**src/rtl/booth_pkg.sv**
```systemverilog
// Shared sizes and FSM encoding for the radix-2 Booth multiplier controller.
package booth_pkg;

  localparam int unsigned OPW   = 32;
  localparam int unsigned ITER  = 32;
  localparam int unsigned CNT_W = 6;

  typedef enum logic [1:0] {
    IDLE = 2'd0,
    RUN  = 2'd1,
    DONE = 2'd2
  } state_e;

endpackage

```
**src/rtl/booth_mult_ctrl_step.sv**
```systemverilog
// One radix-2 Booth step: conditional add/subtract of M into A through a block
// carry-lookahead adder, then arithmetic right shift of {A,Q,Q_1}.
module booth_mult_ctrl_step
  import booth_pkg::*;
(
  input  logic [OPW-1:0] fh_a,
  input  logic [OPW-1:0] q,
  input  logic           ql,
  input  logic [OPW-1:0] m,
  output logic [OPW-1:0] fh_ao,
  output logic [OPW-1:0] qo,
  output logic [0:0]     qlo
);

  localparam int unsigned GW   = 4;
  localparam int unsigned NGRP = OPW / GW;

  logic [OPW-1:0]  operand;
  logic [OPW-1:0]  gen;
  logic [OPW-1:0]  prp;
  logic [OPW-1:0]  carry;
  logic [OPW-1:0]  sum;
  logic [OPW-1:0]  addsel;
  logic [NGRP-1:0] ggen;
  logic [NGRP-1:0] gprp;
  logic [NGRP-1:0] gcarry;

  always_comb begin
    // q[0]=1 only matters in the subtract case (10), so it doubles as invert and carry-in.
    operand = q[0] ? ~m : m;
    gen     = fh_a & operand;
    prp     = fh_a ^ operand;

    for (int gi = 0; gi < int'(NGRP); gi++) begin
      ggen[gi] = 1'b0;
      gprp[gi] = 1'b1;
      for (int b = 0; b < int'(GW); b++) begin
        ggen[gi] = gen[gi*GW + b] | (prp[gi*GW + b] & ggen[gi]);
        gprp[gi] = gprp[gi] & prp[gi*GW + b];
      end
    end

    // Group-level lookahead; the final carry-out is never formed.
    gcarry[0] = q[0];
    for (int gi = 0; gi < int'(NGRP) - 1; gi++) begin
      gcarry[gi+1] = ggen[gi] | (gprp[gi] & gcarry[gi]);
    end

    carry = '0;
    for (int gi = 0; gi < int'(NGRP); gi++) begin
      for (int b = 0; b < int'(GW); b++) begin
        if (b == 0) begin
          carry[gi*GW] = gcarry[gi];
        end else begin
          carry[gi*GW + b] = gen[gi*GW + b - 1] | (prp[gi*GW + b - 1] & carry[gi*GW + b - 1]);
        end
      end
    end

    sum    = prp ^ carry;
    addsel = (q[0] ^ ql) ? sum : fh_a;

    fh_ao  = {addsel[OPW-1], addsel[OPW-1:1]};
    qo     = {addsel[0], q[OPW-1:1]};
    qlo    = q[0];
  end

endmodule

```
**src/rtl/booth_mult_ctrl.sv**
```systemverilog
// Sequential radix-2 Booth multiplier: 32 iterations per product, one step per
// clock, with back-to-back accepts from the DONE state.
module booth_mult_ctrl
  import booth_pkg::*;
(
  input  logic        clk,
  input  logic        rst,
  input  logic        start,
  input  logic [31:0] m,
  input  logic [31:0] q,
  output logic        busy,
  output logic        done,
  output logic [63:0] product,
  output logic        ovf
);

  state_e state_q, state_d;

  logic [OPW-1:0]   a_q;
  logic [OPW-1:0]   q_q;
  logic             ql_q;
  logic [OPW-1:0]   m_q;
  logic [CNT_W-1:0] cnt_q;
  logic             ovf_q;
  logic             ovf_out_q;
  logic [63:0]      product_q;
  logic             done_q;

  logic [OPW-1:0]   a_nxt;
  logic [OPW-1:0]   q_nxt;
  logic [0:0]       ql_nxt;
  logic             accept;
  logic             last;

  assign accept = start && ((state_q == IDLE) || (state_q == DONE));
  assign last   = (state_q == RUN) && (cnt_q == CNT_W'(ITER - 1));

  booth_mult_ctrl_step u_step (
    .fh_a  (a_q),
    .q     (q_q),
    .ql    (ql_q),
    .m     (m_q),
    .fh_ao (a_nxt),
    .qo    (q_nxt),
    .qlo   (ql_nxt)
  );

  always_ff @(posedge clk) begin
    if (rst) begin
      state_q <= IDLE;
    end else begin
      state_q <= state_d;
    end
  end

  always_comb begin
    state_d = state_q;
    unique case (state_q)
      IDLE:    if (start) state_d = RUN;
      RUN:     if (last) state_d = DONE;
      DONE:    state_d = start ? RUN : IDLE;
      default: state_d = IDLE;
    endcase
  end

  always_comb begin
    busy    = (state_q == RUN);
    done    = done_q;
    product = product_q;
    ovf     = ovf_out_q;
  end

  always_ff @(posedge clk) begin
    if (rst) begin
      a_q       <= '0;
      q_q       <= '0;
      ql_q      <= 1'b0;
      m_q       <= '0;
      cnt_q     <= '0;
      ovf_q     <= 1'b0;
      ovf_out_q <= 1'b0;
      product_q <= '0;
      done_q    <= 1'b0;
    end else begin
      done_q <= 1'b0;
      if (accept) begin
        m_q   <= m;
        a_q   <= '0;
        q_q   <= q;
        ql_q  <= 1'b0;
        cnt_q <= '0;
        ovf_q <= (m == 32'h8000_0000);
      end else if (state_q == RUN) begin
        a_q   <= a_nxt;
        q_q   <= q_nxt;
        ql_q  <= ql_nxt[0];
        cnt_q <= cnt_q + 1'b1;
        if (last) begin
          product_q <= {a_nxt, q_nxt};
          ovf_out_q <= ovf_q;
          done_q    <= 1'b1;
        end
      end
    end
  end

endmodule

```
**config.mk**
```make
export PLATFORM = sky130hd
export DESIGN_NAME = booth_mult_ctrl
export DESIGN_NICKNAME = d
export VERILOG_FILES = /design/src/rtl/booth_pkg.sv /design/src/rtl/booth_mult_ctrl_step.sv /design/src/rtl/booth_mult_ctrl.sv
export SDC_FILE = /design/constraint.sdc
export NUM_CORES = 1
export LEC_CHECK = 0
export BUFFER_PORTS_ARGS = -buffer_cell sky130_fd_sc_hd__buf_4
export CAP_MARGIN = 20
export CORE_MARGIN = 2
export CORE_UTILIZATION = 40
export CTS_BUF_LIST = sky130_fd_sc_hd__clkbuf_8
export CTS_CLUSTER_SIZE = 14
export DETAILED_ROUTE_END_ITERATION = 12
export SYNTH_ARGS = -nofsm -noshare
export SYNTH_HDL_FRONTEND = slang
export SYNTH_HIERARCHICAL = 1
export SYNTH_SLANG_ARGS = --single-unit
```
**constraint.sdc**
```tcl
create_clock -name clk -period 5.5 [get_ports clk]
set_clock_uncertainty 0.15 [all_clocks]
set_input_delay 0.275 -clock clk [delete_from_list [all_inputs] [get_ports clk]]
set_output_delay 0.275 -clock clk [all_outputs]
set_load 0.01 [all_outputs]
```
==> flow_summary.yaml, run 1 <==
status:
  status: "finished clean"
synthesis:
  postSynthAreaPerCell_um2: 7.97
  ys_types: 49
  synth-edff-count: 0
  yosysSeqAreaShare_pct: 39.7
  ys.warnings.count: 6
  synthesis.area_mm2: 0.00868
  synthCells: 1090
  ys_ff_latch: 172
  syn_nets: 1209
  synthFlopType: "dfxtp_1"
  async_reset_ff_share_pct: 0
floorplan:
  core_area_mm2: 0.0212
  num_rows: 53
  io_pins: 134
  die_x_um: 151
  die_y_um: 151
  die_area_mm2: 0.0229
  start_util_pct: 41.0
worst_hold_path:
  hold_depth: 2
  min_from: "rst"
  min_to: "product[63]"
  hold_path.class: "in2reg"
global_route:
  grt_pass1_wl_mm: 38.2
  antenna_found_initial: 0
  grt-ovfl-total: 0
  grt_pass1_vias: 7595
  grt_use_total_pct: 20.9
  grt_start_max_net_pins: 76
route:
  remaining_drc_errors: 0
  drt-vias-per-instance: 5.20
  antenna_left: 0
  drt_wl_total_mm: 23.3
  num_vias: 7747
  drtIter0Drc: 479
  firstDrtPassIters: 4
  wire_per_inst_um: 15.6
cts:
  numCtsBuffers: 17
  post_cts_buffers: 0
  clkSinkCount: 172
  path_clk_slew_ns: 0.10
  tritoncts: "yes"
  clk_latency_ns: 0.45
  cts.path.max_buffers: 2
  clockRootBuffer: "clkbuf_8"
  htree_num_levels: 4
power:
  swShare_pct: 29.7
  irDropWorstVdd_v: 0.000164
  p_leak_uw: 0.00406
  clkPwrFrac_pct: 33.7
  switchingPower_uw: 800
  power.density_mw_per_mm2: 255
  p_int_uw: 1890
  pwr-share-comb_pct: 16.8
  seqPwrFrac_pct: 49.5
final_layout:
  fin_cells: 1490
  drive_above_1_share_pct: 15.8
  syn2layout_area_growth_pct: 21.7
  fin_util_pct: 50.0
  n_antenna_cell: 0
  fin_nets: 1321
worst_setup_path:
  r2r-end: "product[62]"
  end_kind: "flip-flop"
  cp.arrival_ns: 4.91
  timing.rr.start: "q_q[0]"
  cp-start-kind: "flip-flop"
  critPathRequiredTime_ns: 5.73
  worstPathMaxFanout: 11
  r2r_cells: 18
  worstSetupPathType: "reg2reg"
  regToRegSetupSlack_ns: 0.82
sta:
  rsz0062_at_grt: "no"
  maxSlewViolCount: 0
  relSlewSlack_pct: 36.0
  finalSetupViolCount: 0
  fmax_mhz: 214
  min_period_ns: 4.68
  finalSetupTns_ns: 0
  worstMarginPinSlew_ns: 0.959
  finalHoldViolations: 0
  fin_crit_sh_pct: 85.1
placed_design:
  numPlacedInstances: 1394
  dp_hpwl_mm: 14.9
  finalWeightedCongestion: 0.831
  io_buffers: 133
run:
  maxCapViolCount: 0
[power by group through the flow]
stage                     logic, uW  clock network (uW)  registers [uW]
after global placement          408                   0            1360
after floorplan                 339                   0            1340
after CTS                       454                 939            1330
final                           452                 909            1330
after detailed placement        413                   0            1360
after global routing            513                 989            1340
[worst max-delay path, cell delays in order (launching register included)]
cell	delay [ns]
dfxtp_2	0.48
buf_4	0.27
xor2_1	0.09
ha_1	0.35
nand4_1	0.13
or2_1	0.25
o22ai_2	0.17
o21ai_2	0.14
o31a_1	0.33
fa_1	0.42
fa_1	0.42
fa_1	0.42
xor2_1	0.20
nand2_1	0.08
nor2_1	0.09
a21oi_1	0.06
xnor2_1	0.30
nand3_1	0.12
a21oi_1	0.15
[how the worst max path moves through the flow]
| stage | startpoint | end | slack [ns] | cells past startpoint |
|---|---|---|---|---|
| final | q_q[0] | product[62] | 0.82 | 18 |
| after global routing | q_q[0] | product[62] | 0.40 | 18 |
| after CTS | q_q[0] | product[62] | 0.78 | 18 |
| after detailed placement | q_q[0] | product[62] | 0.82 | 18 |
| after global placement | q_q[0] | product[63] | 0.92 | 18 |
| after floorplan | q_q[0] | product[63] | 0.97 | 20 |
[cells by family (layout without fill, tap and decap cells)]
logic type               Yosys count  after routing  synth area share, %
AO/OA/AOI/OAI                    298            298                 18.9
AND/OR/NAND/NOR                  359            359                 18.0
adder cells (fa/ha/maj)           52             52                 9.48
flip-flops                       172            172                 39.7
XOR/XNOR                          43             43                 4.34
buffers and inverters            164            289                 9.38
multiplexers                       2              2                0.245
[Yosys cell counts, types with 2 or more instances]
library cell / count / share of area (%)
dfxtp_1: 172 / 40
buf_2: 29 / 1.7
inv_1: 44 / 1.9
nand2_1: 173 / 7.5
ha_1: 29 / 4.2
fa_1: 23 / 5.3
nand3_1: 69 / 4.0
clkbuf_1: 46 / 2.0
a211oi_1: 2 / 0.17
a311oi_1: 16 / 1.6
o22ai_1: 16 / 1.2
nand4_1: 6 / 0.43
buf_4: 41 / 3.5
xnor2_1: 6 / 0.61
a21oi_1: 175 / 10
nand2b_1: 3 / 0.22
o21ai_0: 64 / 3.7
o21ai_1: 8 / 0.46
a21o_1: 6 / 0.52
nor2_1: 55 / 2.4
or3_1: 3 / 0.22
nor4_1: 6 / 0.43
o21a_1: 2 / 0.17
nor3_1: 35 / 2.0
xor2_1: 37 / 3.7
[cell type report]
type | instances | area [um2]
inverters | 45 | 169
clock inverters | 15 | 159
well taps | 275 | 344
multi-input cells | 754 | 4460
fillers | 2023 | 10600
repair buffers | 212 | 1760
clock buffers | 17 | 234
flip-flops and latches | 172 | 3440
[layer usage]
layer  vias to the layer above  global-route usage [%]  routed length [um]
met2                       177                    35.5               11300
met5                         -                       0                   0
met3                        17                    3.55                 901
met1                      3652                    27.9               10800
met4                         0                    4.58                 225
li1                       3901                       -                   -
[metrics by stage]
step | total power (uW) | hold WS (ns) | setup WS [ns] | instance area (um2)
6_report | 2690 | 0.198 | 0.819 | 10600
4_1_cts | 2720 | 0.175 | 0.776 | 10600
5_1_grt | 2840 | 0.195 | 0.395 | 10600
3_3_place_gp | 1770 | 0.310 | 0.919 | 9520
2_1_floorplan | 1680 | 0.261 | 0.975 | 8680
3_5_place_dp | 1770 | 0.312 | 0.822 | 9540
[placed cells by master (no fill, tap or decap), types with 17 or more instances in the layout]
cell type / instances
xor2_1: 36
o21ai_0: 64
dlygate4sd3_1: 64
buf_4: 147
nor3_1: 35
clkbuf_8: 17
nor2_1: 55
a21oi_1: 175
dfxtp_1: 171
nand3_1: 69
ha_1: 29
fa_1: 23
nand2_1: 173
inv_1: 45
[registers in the layout, indices dropped and copies added, names as in the netlist]
register and flops:
q_q 32, done 1, ovf 1, cnt_q 6, ql_q 1, m_q 32
product 64, a_q 32, ovf_q 1, state_q 2
[what timing repair did]
item	in CTS	in global routing
gates resized for setup	0	0
hold buffers	64	0
endpoints found under the hold margin	65	0
Note: power is estimated with default switching activity, not from simulation.
==> run 2, diff against run 1 <==
--- a/config.mk
+++ b/config.mk
@@ -5,8 +5,9 @@
 export SDC_FILE = /design/constraint.sdc
 export NUM_CORES = 1
 export LEC_CHECK = 0
+export ABC_AREA = 1
 export BUFFER_PORTS_ARGS = -buffer_cell sky130_fd_sc_hd__buf_4
-export CAP_MARGIN = 20
+export CAP_MARGIN = 25
 export CORE_MARGIN = 2
 export CORE_UTILIZATION = 40
 export CTS_BUF_LIST = sky130_fd_sc_hd__clkbuf_8
==> run 2 against run 1 <==
Net effect: clock power shrank 2%; cell count grew 13%; global-route usage shrank 2.5 points; die area grew 2.4%; critical path type unchanged; via count grew 0.71%; critical endpoint is now product[63]; largest power group unchanged; sequential power is essentially flat; largest cell class unchanged; utilization grew 0.096 points; worst setup slack lost 0.11 ns; count of clock-buffer cells in the layout is the same.
==> flow_summary.yaml, run 2 <==
synthesis:
  yosys.area.top_type: "dfxtp_1"
  ys_top_cells_by_area: "dfxtp_1, nor2_1, nand2_1"
  synthFlopType: "dfxtp_1"
  syn_nets: 1379
  yosysMostFrequentCell: "nor2_1"
  ys_ff_latch: 172
  async_reset_ff_share_pct: 0
  synthTopCellsByCount: "nor2_1, nand2_1, dfxtp_1"
  synthCells: 1260
  synth-edff-count: 0
  yosysSeqAreaShare_pct: 38.7
  ys.warnings.count: 6
  postSynthAreaPerCell_um2: 7.06
  synthesis.area_mm2: 0.00890
  ys_types: 29
  synth.top_cell.area_share_pct: 38.7
worst_setup_path:
  cp-start-kind: "flip-flop"
  r2r-end: "product[63]"
  end_kind: "flip-flop"
  worstPathMaxFanout: 22
  slowest_delay_ns: 0.77
  cpMaxStageDelayCell: "dfxtp_2"
  timing.rr.start: "q_q[0]"
  cpMostUsedCell: "nand2_1"
  regToRegSetupSlack_ns: 0.71
  critPathRequiredTime_ns: 5.71
  cp.arrival_ns: 5.00
  r2r_cells: 29
  worstSetupPathType: "reg2reg"
power:
  p_leak_uw: 0.00486
  irDropWorstVdd_v: 0.000153
  totalPowerFinal_uw: 2750
  power.density_mw_per_mm2: 252
global_route:
  grt_start_max_net_pins: 73
  antenna_found_initial: 0
  grt_use_total_pct: 18.4
  grt-ovfl-total: 0
  grt_use_met1_pct: 24.0
  grt_pass1_vias: 7457
  grt.met3_usage_pct: 4.25
  grt_busiest_layer: "met2"
  met2_usage_pct: 30.5
  grt_pass1_wl_mm: 35.7
floorplan:
  io_pins: 134
  core_area_mm2: 0.0218
  num_rows: 54
  die_y_um: 153
  start_util_pct: 40.8
  die_area_mm2: 0.0235
  die_x_um: 153
placed_design:
  post-place-ws_ns: 0.745
  io_buffers: 133
  finalWeightedCongestion: 0.804
  dp_hpwl_mm: 13.8
route:
  drt-vias-per-instance: 4.63
  num_vias: 7802
  drt_wl_total_mm: 21.3
  remaining_drc_errors: 0
  firstDrtPassIters: 5
  antenna_left: 0
  wire_per_inst_um: 12.6
  drtIter0Drc: 341
sta:
  min_period_ns: 4.79
  finalHoldViolations: 0
  setup_slack_ns: 0.712
  relSlewSlack_pct: 44.9
  fmax_mhz: 209
  fin_crit_sh_pct: 87.0
  maxSlewViolCount: 0
  rsz0062_at_grt: "no"
  worstMarginPinSlew_ns: 0.826
  finalSetupViolCount: 0
  finalSetupTns_ns: 0
  holdWs_ns: 0.317
cts:
  ctsResizeCount: 0
  numCtsBuffers: 17
  htree_num_levels: 4
  post_cts_buffers: 0
  clkSinkCount: 172
  tritoncts: "yes"
  clockRootBuffer: "clkbuf_8"
  path_clk_slew_ns: 0.10
  cts.path.max_buffers: 2
  cts_hold_buf: 65
  clk_latency_ns: 0.47
worst_hold_path:
  hold_depth: 2
  hold_path.class: "reg2reg"
  min_from: "cnt_q[4]"
  min_to: "cnt_q[4]"
final_layout:
  fin_nets: 1510
  final_common_cell: "nor2_1"
  largest_register_ffs: 64
  syn2layout_area_growth_pct: 22.8
  n_antenna_cell: 0
  drive_above_1_share_pct: 14.2
  final_cell_mix: "nor2_1, nand2_1, dfxtp_1"
status:
  status: "finished clean"
run:
  maxCapViolCount: 0
## run 2: changes by cell type after synthesis, moves of 11 or more
cell      previous run  this run
inv_1               44       132
o21ai_0             64        90
o22ai_1             16         0
a311oi_1            16         0
nand3_1             69         7
xor2_1              37        10
xnor2_1              6        31
clkbuf_1            46        30
buf_2               29        18
nor2_1              55       278
nand2_1            173       257
a21oi_1            175        92
nor3_1              35        17
## run 2: final cells by class
class / instances / area [um2]
Timing Repair Buffer: 210 / 1780
Clock buffer: 17 / 234
Fill cell: 2157 / 10900
Clock inverter: 15 / 169
Sequential cell: 172 / 3440
Multi-Input combinational cell: 855 / 4440
Tap cell: 280 / 350
Inverter: 135 / 508
## run 2: worst max-delay path: cells and delay by family (launching register included)
family,cells,cell delay [ns]
buffers and inverters,3,0.23
adders and majority gates,4,1.54
and+or+nand+nor,19,1.49
xor gates and xnor gates,2,0.40
AOI/OAI and AO/OA,1,0.08
DFF,1,0.77
## run 2: how the worst max path moves through the flow
stage	start	end	slack (ns)	depth (start not counted)
floorplan	q_q[0]	product[63]	1.12	30
global placement	q_q[0]	product[63]	0.80	29
detailed placement	q_q[0]	product[63]	0.74	29
CTS	q_q[0]	product[63]	0.69	29
global route	q_q[0]	product[63]	0.24	29
finish	q_q[0]	product[63]	0.71	29
## run 2: per-stage QoR
stage / std cells / cell area, um2 / utilization (%)
2_1_floorplan: 1260 / 8900 / -
3_3_place_gp: 1584 / 9810 / 44.9
3_5_place_dp: 1585 / 9820 / 45.0
4_1_cts: 1682 / 10900 / 49.8
5_1_grt: 1684 / 10900 / 50.1
6_report: 1684 / 10900 / 50.1
## run 2: routing by layer
metal	up-vias	wire, um
met5	-	0
met4	0	248
met3	23	1060
met2	168	9940
met1	3523	10000
li1	4088	-
## run 2: cells by family (layout without fill, tap and decap cells)
| family | after synthesis | in the layout | share of synthesized area [%] |
|---|---|---|---|
| buf+inv | 233 | 377 | 11.8 |
| mux | 7 | 7 | 0.886 |
| xor+xnor | 41 | 41 | 4.04 |
| fa+ha+maj | 52 | 52 | 9.25 |
| compound gates | 189 | 189 | 10.8 |
| flops | 172 | 172 | 38.7 |
| simple gates | 566 | 566 | 24.5 |
## run 2: report_power, final
| part | switching, uW | leakage (uW) | internal [uW] |
|---|---|---|---|
| sequential | 48.9 | 0.00140 | 1300 |
| combinational | 284 | 0.00325 | 222 |
| clock | 547 | 0.000199 | 347 |
